<file path="src/rtl/regfile_sb.sv">
// regfile_sb: integer register file with NRD combinational read ports, one
// write (writeback) port, same-cycle write-to-read bypass and a per-register
// pending-write counter, so hazard logic reads data and busy in one lookup.
//
// Ports:
//   clk, rst            clock; asynchronous active-low reset
//   re_i / raddr_i      per-port read enable and address (port k: [k*AW +: AW])
//   rdata_o / rbusy_o   per-port read data (port k: [k*XLEN +: XLEN]) and busy
//   we_i/waddr_i/wdata_i  writeback; retires one pending write
//   alloc_i/alloc_addr_i  issue-side allocation of a destination register
//   alloc_ready_o       allocation can be accepted this cycle
//   err_o               sticky: a write hit a register with no pending writes
module regfile_sb #(
  parameter int XLEN = 64,
  parameter int NREG = 32,
  parameter int AW   = 5,
  parameter int NRD  = 2,
  parameter int PW   = 2
) (
  input  logic                clk,
  input  logic                rst,
  input  logic [NRD-1:0]      re_i,
  input  logic [NRD*AW-1:0]   raddr_i,
  output logic [NRD*XLEN-1:0] rdata_o,
  output logic [NRD-1:0]      rbusy_o,
  input  logic                we_i,
  input  logic [AW-1:0]       waddr_i,
  input  logic [XLEN-1:0]     wdata_i,
  input  logic                alloc_i,
  input  logic [AW-1:0]       alloc_addr_i,
  output logic                alloc_ready_o,
  output logic                err_o
);

  localparam logic [PW-1:0] CMAX = '1;

  logic [XLEN-1:0] regs [NREG];
  logic [PW-1:0]   cnt  [NREG];
  logic            err_q;

  // Real storage lives at 1..NREG-1; x0 and out-of-range addresses are inert.
  function automatic logic live(input logic [AW-1:0] a);
    return ({1'b0, a} < (AW+1)'(NREG)) && (a != '0);
  endfunction

  logic wr_ok, al_live, al_full, alloc_acc;

  assign wr_ok   = we_i && live(waddr_i);
  assign al_live = live(alloc_addr_i);
  assign al_full = al_live && (cnt[alloc_addr_i] == CMAX);
  // A saturated counter may still take an allocation when the same register
  // retires a write this cycle: the net counter change is zero.
  assign alloc_ready_o = !(al_full && !(wr_ok && (waddr_i == alloc_addr_i)));
  assign alloc_acc     = alloc_i && alloc_ready_o && al_live;
  assign err_o         = err_q;

  for (genvar k = 0; k < NRD; k++) begin : g_rd
    logic [AW-1:0] a;
    logic          on, hit_w, hit_a;
    logic [PW:0]   pend;

    assign a     = raddr_i[k*AW +: AW];
    assign on    = re_i[k] && live(a);
    assign hit_w = wr_ok && (waddr_i == a);
    assign hit_a = alloc_acc && (alloc_addr_i == a);
    // Look-ahead pending count. A write to an idle register (err path) does
    // not decrement unless a same-cycle allocation offsets it.
    assign pend  = {1'b0, cnt[a]} + (PW+1)'(hit_a)
                 - (PW+1)'(hit_w && ((cnt[a] != '0) || hit_a));

    assign rdata_o[k*XLEN +: XLEN] = !on ? '0 : (hit_w ? wdata_i : regs[a]);
    assign rbusy_o[k]              = on && (pend != '0);
  end

  always_ff @(posedge clk or negedge rst) begin
    if (!rst) begin
      for (int i = 0; i < NREG; i++) begin
        regs[i] <= '0;
        cnt[i]  <= '0;
      end
      err_q <= 1'b0;
    end else begin
      if (wr_ok) begin
        regs[waddr_i] <= wdata_i;
        if (cnt[waddr_i] == '0) err_q <= 1'b1;
      end
      for (int i = 1; i < NREG; i++) begin
        if (alloc_acc && (alloc_addr_i == AW'(i)) && !(wr_ok && (waddr_i == AW'(i))))
          cnt[i] <= cnt[i] + 1'b1;
        else if (wr_ok && (waddr_i == AW'(i)) && !(alloc_acc && (alloc_addr_i == AW'(i)))
                 && (cnt[i] != '0))
          cnt[i] <= cnt[i] - 1'b1;
      end
    end
  end

endmodule

</file>
<file path="config.mk">
export PLATFORM = sky130hd
export DESIGN_NAME = regfile_sb
export DESIGN_NICKNAME = d
export VERILOG_FILES = /design/src/rtl/regfile_sb.sv
export SDC_FILE = /design/constraint.sdc
export NUM_CORES = 2
export LEC_CHECK = 0
export CORE_AREA = 2 2 462 464
export DETAILED_ROUTE_END_ITERATION = 8
export DIE_AREA = 0 0 464 466
export PLACE_DENSITY_LB_ADDON = 0.08
export SYNTH_ARGS = -nofsm -noshare
export SYNTH_HDL_FRONTEND = slang
export SYNTH_SLANG_ARGS = --single-unit
</file>
<file path="constraint.sdc">
create_clock -name clk -period 16.18 [get_ports clk]
set_input_delay 3.236 -clock clk [delete_from_list [all_inputs] [get_ports clk]]
set_output_delay 3.236 -clock clk [all_outputs]
set_load 0.01 [all_outputs]
</file>
# Yosys cells after proc, flatten, opt, wreduce, memory -nomap -nowiden
# Index checks and enable logic that the tools add are counted.
# word_totals
register_bits	2111
out_inout_bits	132
elab_cells	604
# op_classes
add_sub_neg	66
magnitude_cmp	5
n_eq_ne	68
muxes	87
bitwise_logic	4
n_reduce_logical	310
# ops
cell	n
$bwmux 2048	1
$bmux 64 s5	2
$mux 64	9
$demux 64 s5	1
$logic_and 1x1->1	172
$eq 5x5->1 const B	32
$mux 2	70
$reduce_bool 2->1	64
$eq 5x4->1 const B	16
$logic_not 1->1	64
$add 2x1->2 const B	31
$sub 2x1->2 const B	31
$bmux 2 s5	4
$eq 5x3->1 const B	8
$eq 5x5->1	5
$ge 6x6->1 const B	4
$not 5->6	4
$eq 5x2->1 const B	4
$reduce_bool 5->1	4
$eq 5x1->1 const B	2
$add 2x1->3	2
$lt 6x1->1 const B	1
$reduce_bool 3->1	2
$sub 3x1->3	2
other kinds (4)	5

# Logic depth before layout (Yosys ltp)
# logic_depth
depth_word	16
depth_mapped	19
ltp_nobuf	14

# Least setup slack after synthesis
# Ideal clock, no wire load.
# synth_timing
kind	input-to-output
startpoint	in raddr_i[0]
endpoint	out rbusy_o[0]
arrival_time_ns	6.826
required_time_ns	12.944
setup_slack_ns	6.118
cell_stages	14
n_path_buf	3
path_cell_list	buf_2 > buf_2 > buf_1 > mux4_2 > mux4_2 > o21ai_0 > a31oi_1 > ha_1 > inv_1 > ha_1 > inv_1 > fa_1 > xor2_1 > a31oi_1
# synth_between
elab_chain_cells	10
elab_cells_between_ends	17
classes_between	add/sub: 2; eq/ne: 2; mux: 3; bitwise: 1; reduce/logical: 9
# synth_rtl
item	line	source
start: declaration	23	input logic [NRD*AW-1:0] raddr_i,
branches (longest 9 deep; another with $add 2x1->3)	n/a	
$logic_and 1x1->1 *	72	assign rbusy_o[k] = on && (pend != '0);
end: declaration	25	output logic [NRD-1:0] rbusy_o,
# Mark *: on every way between the ends. The select of a mux whose other input is x is not followed.

# Worst setup path after layout
# layout_timing
startpoint	in waddr_i[1]
endpoint	out rbusy_o[0]
# layout_between
elab_chain_cells	14
elab_cells_between_ends	18
classes_between	add/sub: 2; eq/ne: 2; reduce/logical: 14
# layout_rtl
item	line	source
start: declaration	27	input logic [AW-1:0] waddr_i,
branches (longest 11 deep; another with $add 2x1->3)	n/a	
$sub 3x1->3 *	69	- (PW+1)'(hit_w && ((cnt[a] != '0) || hit_a));
$reduce_bool 3->1 *	72	
$logic_and 1x1->1 *	72	
# Mark *: on every way between the ends.

==> flow_metrics.env <==
export IMPL_grt_pass1_vias=81200
export IMPL_cts_hold_buf=0
export IMPL_fin_tns_setup_ns=0
export IMPL_rows=169
export IMPL_synth_edff_count=0
export IMPL_cts_tree="yes"
export IMPL_setup_viol=0
export IMPL_wl_per_cell_um=34.1
export IMPL_fillers=16500
export IMPL_antenna_left=0
export IMPL_ys_flop_type="dfrtp_1"
export IMPL_nNetsFinal=8556
export IMPL_hold_viol=0
export IMPL_yosysMostFrequentCell="dfrtp_1"
export IMPL_synth_yosys_seq_area_share_pct=45.8
export IMPL_drc=0
export IMPL_post_cts_setup_buffers=0
export IMPL_critPathKind="in2out"
export IMPL_ys_top_cells_by_count="dfrtp_1 (2111), mux2_2 (1726), nand2_1 (1336)"
export IMPL_synth_avg_cell_area_um2=13.1
export IMPL_worstMarginPinSlew_ns=1.29
export IMPL_synthArstFlopShare_pct=100
export IMPL_power_total_uw=15700
export IMPL_grtUsageTotal_pct=36.2
export IMPL_p_clk_share_pct=34.5
export IMPL_io_buffers=221
export IMPL_status="finished, final reports clean"
export IMPL_antenna_found_initial=13
export IMPL_grt_overflow=0
export IMPL_fin_util_pct=60.2
export IMPL_p_int_uw=11400
export IMPL_endpoint_kind="output port"
export IMPL_critPathSlowestCell="clkdlybuf4s50_1"
export IMPL_grt_max_degree=180
export IMPL_synth_top_cell_area_share_pct=45.8
export IMPL_cpMostUsedCell="a31oi_1"
export IMPL_synthesis_nets=8897
export IMPL_grt_pass1_wl_mm=573
export IMPL_clk_pin_slew_ns=0.06
export IMPL_dieArea_um2=216000
export IMPL_rsz0062_at_grt="false"
export IMPL_vias=80400
export IMPL_ios=222
export IMPL_synth_largest_area_cell="dfrtp_1"
export IMPL_maxCapViolCount=0
export IMPL_start_util_pct=54.7
export IMPL_drtIter0Drc=9646
export IMPL_hpwl_mm=206
export IMPL_synth_top_cells_by_area="dfrtp_1 (46%), mux4_2 (19%), mux2_2 (17%)"
export IMPL_worst_endpoint_arrival_ns=9.44
export IMPL_switchingPower_uw=4380
export IMPL_sw_frac_of_total_pct=27.8
export IMPL_drt_first_pass_iters=5
export IMPL_area_growth_pct=10.2
export IMPL_synth_cells=8801
export IMPL_die_w_um=464
export IMPL_pwr_share_seq_pct=44.7
export IMPL_clock_latency_ns=0.89
export IMPL_die_h_um=466
export IMPL_cts_buffers=224
export IMPL_wl_mm=391
export IMPL_crit_path_max_fanout=34
export IMPL_layout_min_cycle_time_ns=12.67
export IMPL_hp_class="reg2reg"
export IMPL_combPwrFrac_pct=20.8
export IMPL_via_per_inst=7.00
export IMPL_p_leak_uw=0.0558
export IMPL_yosys_warnings=2
export IMPL_path_cells="clkdlybuf4s50_1 -> or2_2 -> o21ai_1 -> o32ai_1 -> nor3_4 -> nand3_2 -> a31oi_1 -> a31oi_1 -> ha_1 -> inv_1 -> ha_1 -> inv_1 -> fa_1 -> xor2_1 -> a31oi_1 -> clkdlybuf4s50_1"
export IMPL_synthesis_area_um2=115000
export IMPL_fin_worst_skew_ns=0.0197
export IMPL_whs_ns=0.397
export IMPL_relSlewSlack_pct=13.4
export IMPL_critPathMaxStageDelay_ns=0.93
export IMPL_synth_seq_cells=2111
export IMPL_cts_root_buf="clkbuf_16"
export IMPL_crit_required_ns=12.94
export IMPL_synthDistinctLibCells=69
export IMPL_period_share_pct=78.3
export IMPL_htreeDepth=4
export IMPL_slew_violations=0
export IMPL_drive_gt1_share_pct=38.7
export IMPL_clockBufferDepth=3
export IMPL_core_um2=211000
export IMPL_globalplace_congestion=0.908
export IMPL_fmax_mhz=78.9
export IMPL_startpoint_type="primary input"
export IMPL_vdd_drop_max_mv=0.125
export IMPL_ctsResizeCount=0
export IMPL_powerDensity_nw_per_um2=124
export IMPL_clock_sinks=2111
-- final cells by class --
| type | count | area [um^2] | share of cell area, % |
|---|---|---|---|
| multi-input cells | 5658 | 58900 | 46.3 |
| diodes | 3 | 7.51 | 0.00590 |
| repair buffers | 417 | 4020 | 3.16 |
| clock inverters | 83 | 1050 | 0.826 |
| inverters | 48 | 180 | 0.142 |
| clock buffers | 333 | 6690 | 5.26 |
| well taps | 2821 | 3530 | 2.77 |
| flip-flops and latches | 2111 | 52800 | 41.5 |
-- power groups by stage --
stage	clock network (uW)	registers, uW	logic, uW
after floorplan	0	6830	2480
after global placement	0	7000	3180
after detailed placement	0	7090	3260
after CTS	5490	7000	3270
after global routing	5730	7160	3510
final	5440	7040	3270
-- cells in the final DEF (no fill, tap or decap), drive strengths merged, types with 94 or more instances in the layout --
cell type,instances
nor2,154
a211oi,147
clkbuf,335
clkdlybuf4s50,210
buf,205
mux2,1727
o21ai,94
mux2i,394
mux4,982
dfrtp,2111
o22ai,125
a21oi,124
nand2,1336
-- per-layer routing --
metal	GRT usage (%)	vias to the layer above	part of all wire, %
met2	54.8	4097	46
li1	-	32200	-
met1	52.5	43300	41
met4	12.8	18	3.8
met5	0	-	0.032
met3	7.41	791	9.3
-- critical path, delay by kind of cell --
kind | cells | cell delay [ns]
AOI/OAI and AO/OA | 5 | 1.44
xor gates and xnor gates | 1 | 0.18
adders and majority gates | 3 | 0.89
buffers and inverters | 4 | 1.62
and+or+nand+nor | 3 | 2.07
-- state kept, by name, indices dropped and copies added (netlist names) --
| name | count |
|---|---|
| cnt | 62 |
| regs | 2048 |
| err_o | 1 |
-- path summary, 6_finish.rpt --
path	start	endpoint	slack, ns	cells past startpoint
max	waddr_i[1]	rbusy_o[0]	3.51	16
min in group asynchronous	rst	regs[1019]	2.29	1
max in group asynchronous	rst	regs[135]	10.69	4
min	regs[2017]	regs[2017]	0.40	0
min reg2reg	regs[2017]	regs[2017]	0.40	0
max reg2reg	cnt[42]	cnt[6]	12.41	7
-- per-stage QoR --
stage          cell area [um^2]  worst slack [ns]  instances
2_1_floorplan            115000              6.12       8801
3_3_place_gp             119000              3.60      11100
3_5_place_dp             119000              3.61      11100
4_1_cts                  127000              3.60      11500
5_1_grt                  127000              3.17      11500
6_report                 127000              3.51      11500
-- logic make-up (layout without fill, tap and decap cells) --
kind of cell,after synthesis,count (layout),share of synthesized area (%)
mux,3103,3103,39.4
flops,2111,2111,45.8
simple gates,1695,1695,5.95
buf+inv,1032,881,3.53
compound gates,813,813,4.95
xor+xnor,41,41,0.311
fa+ha+maj,6,6,0.0780
other cells,0,3,0
Power figures use the tool's default switching activity.
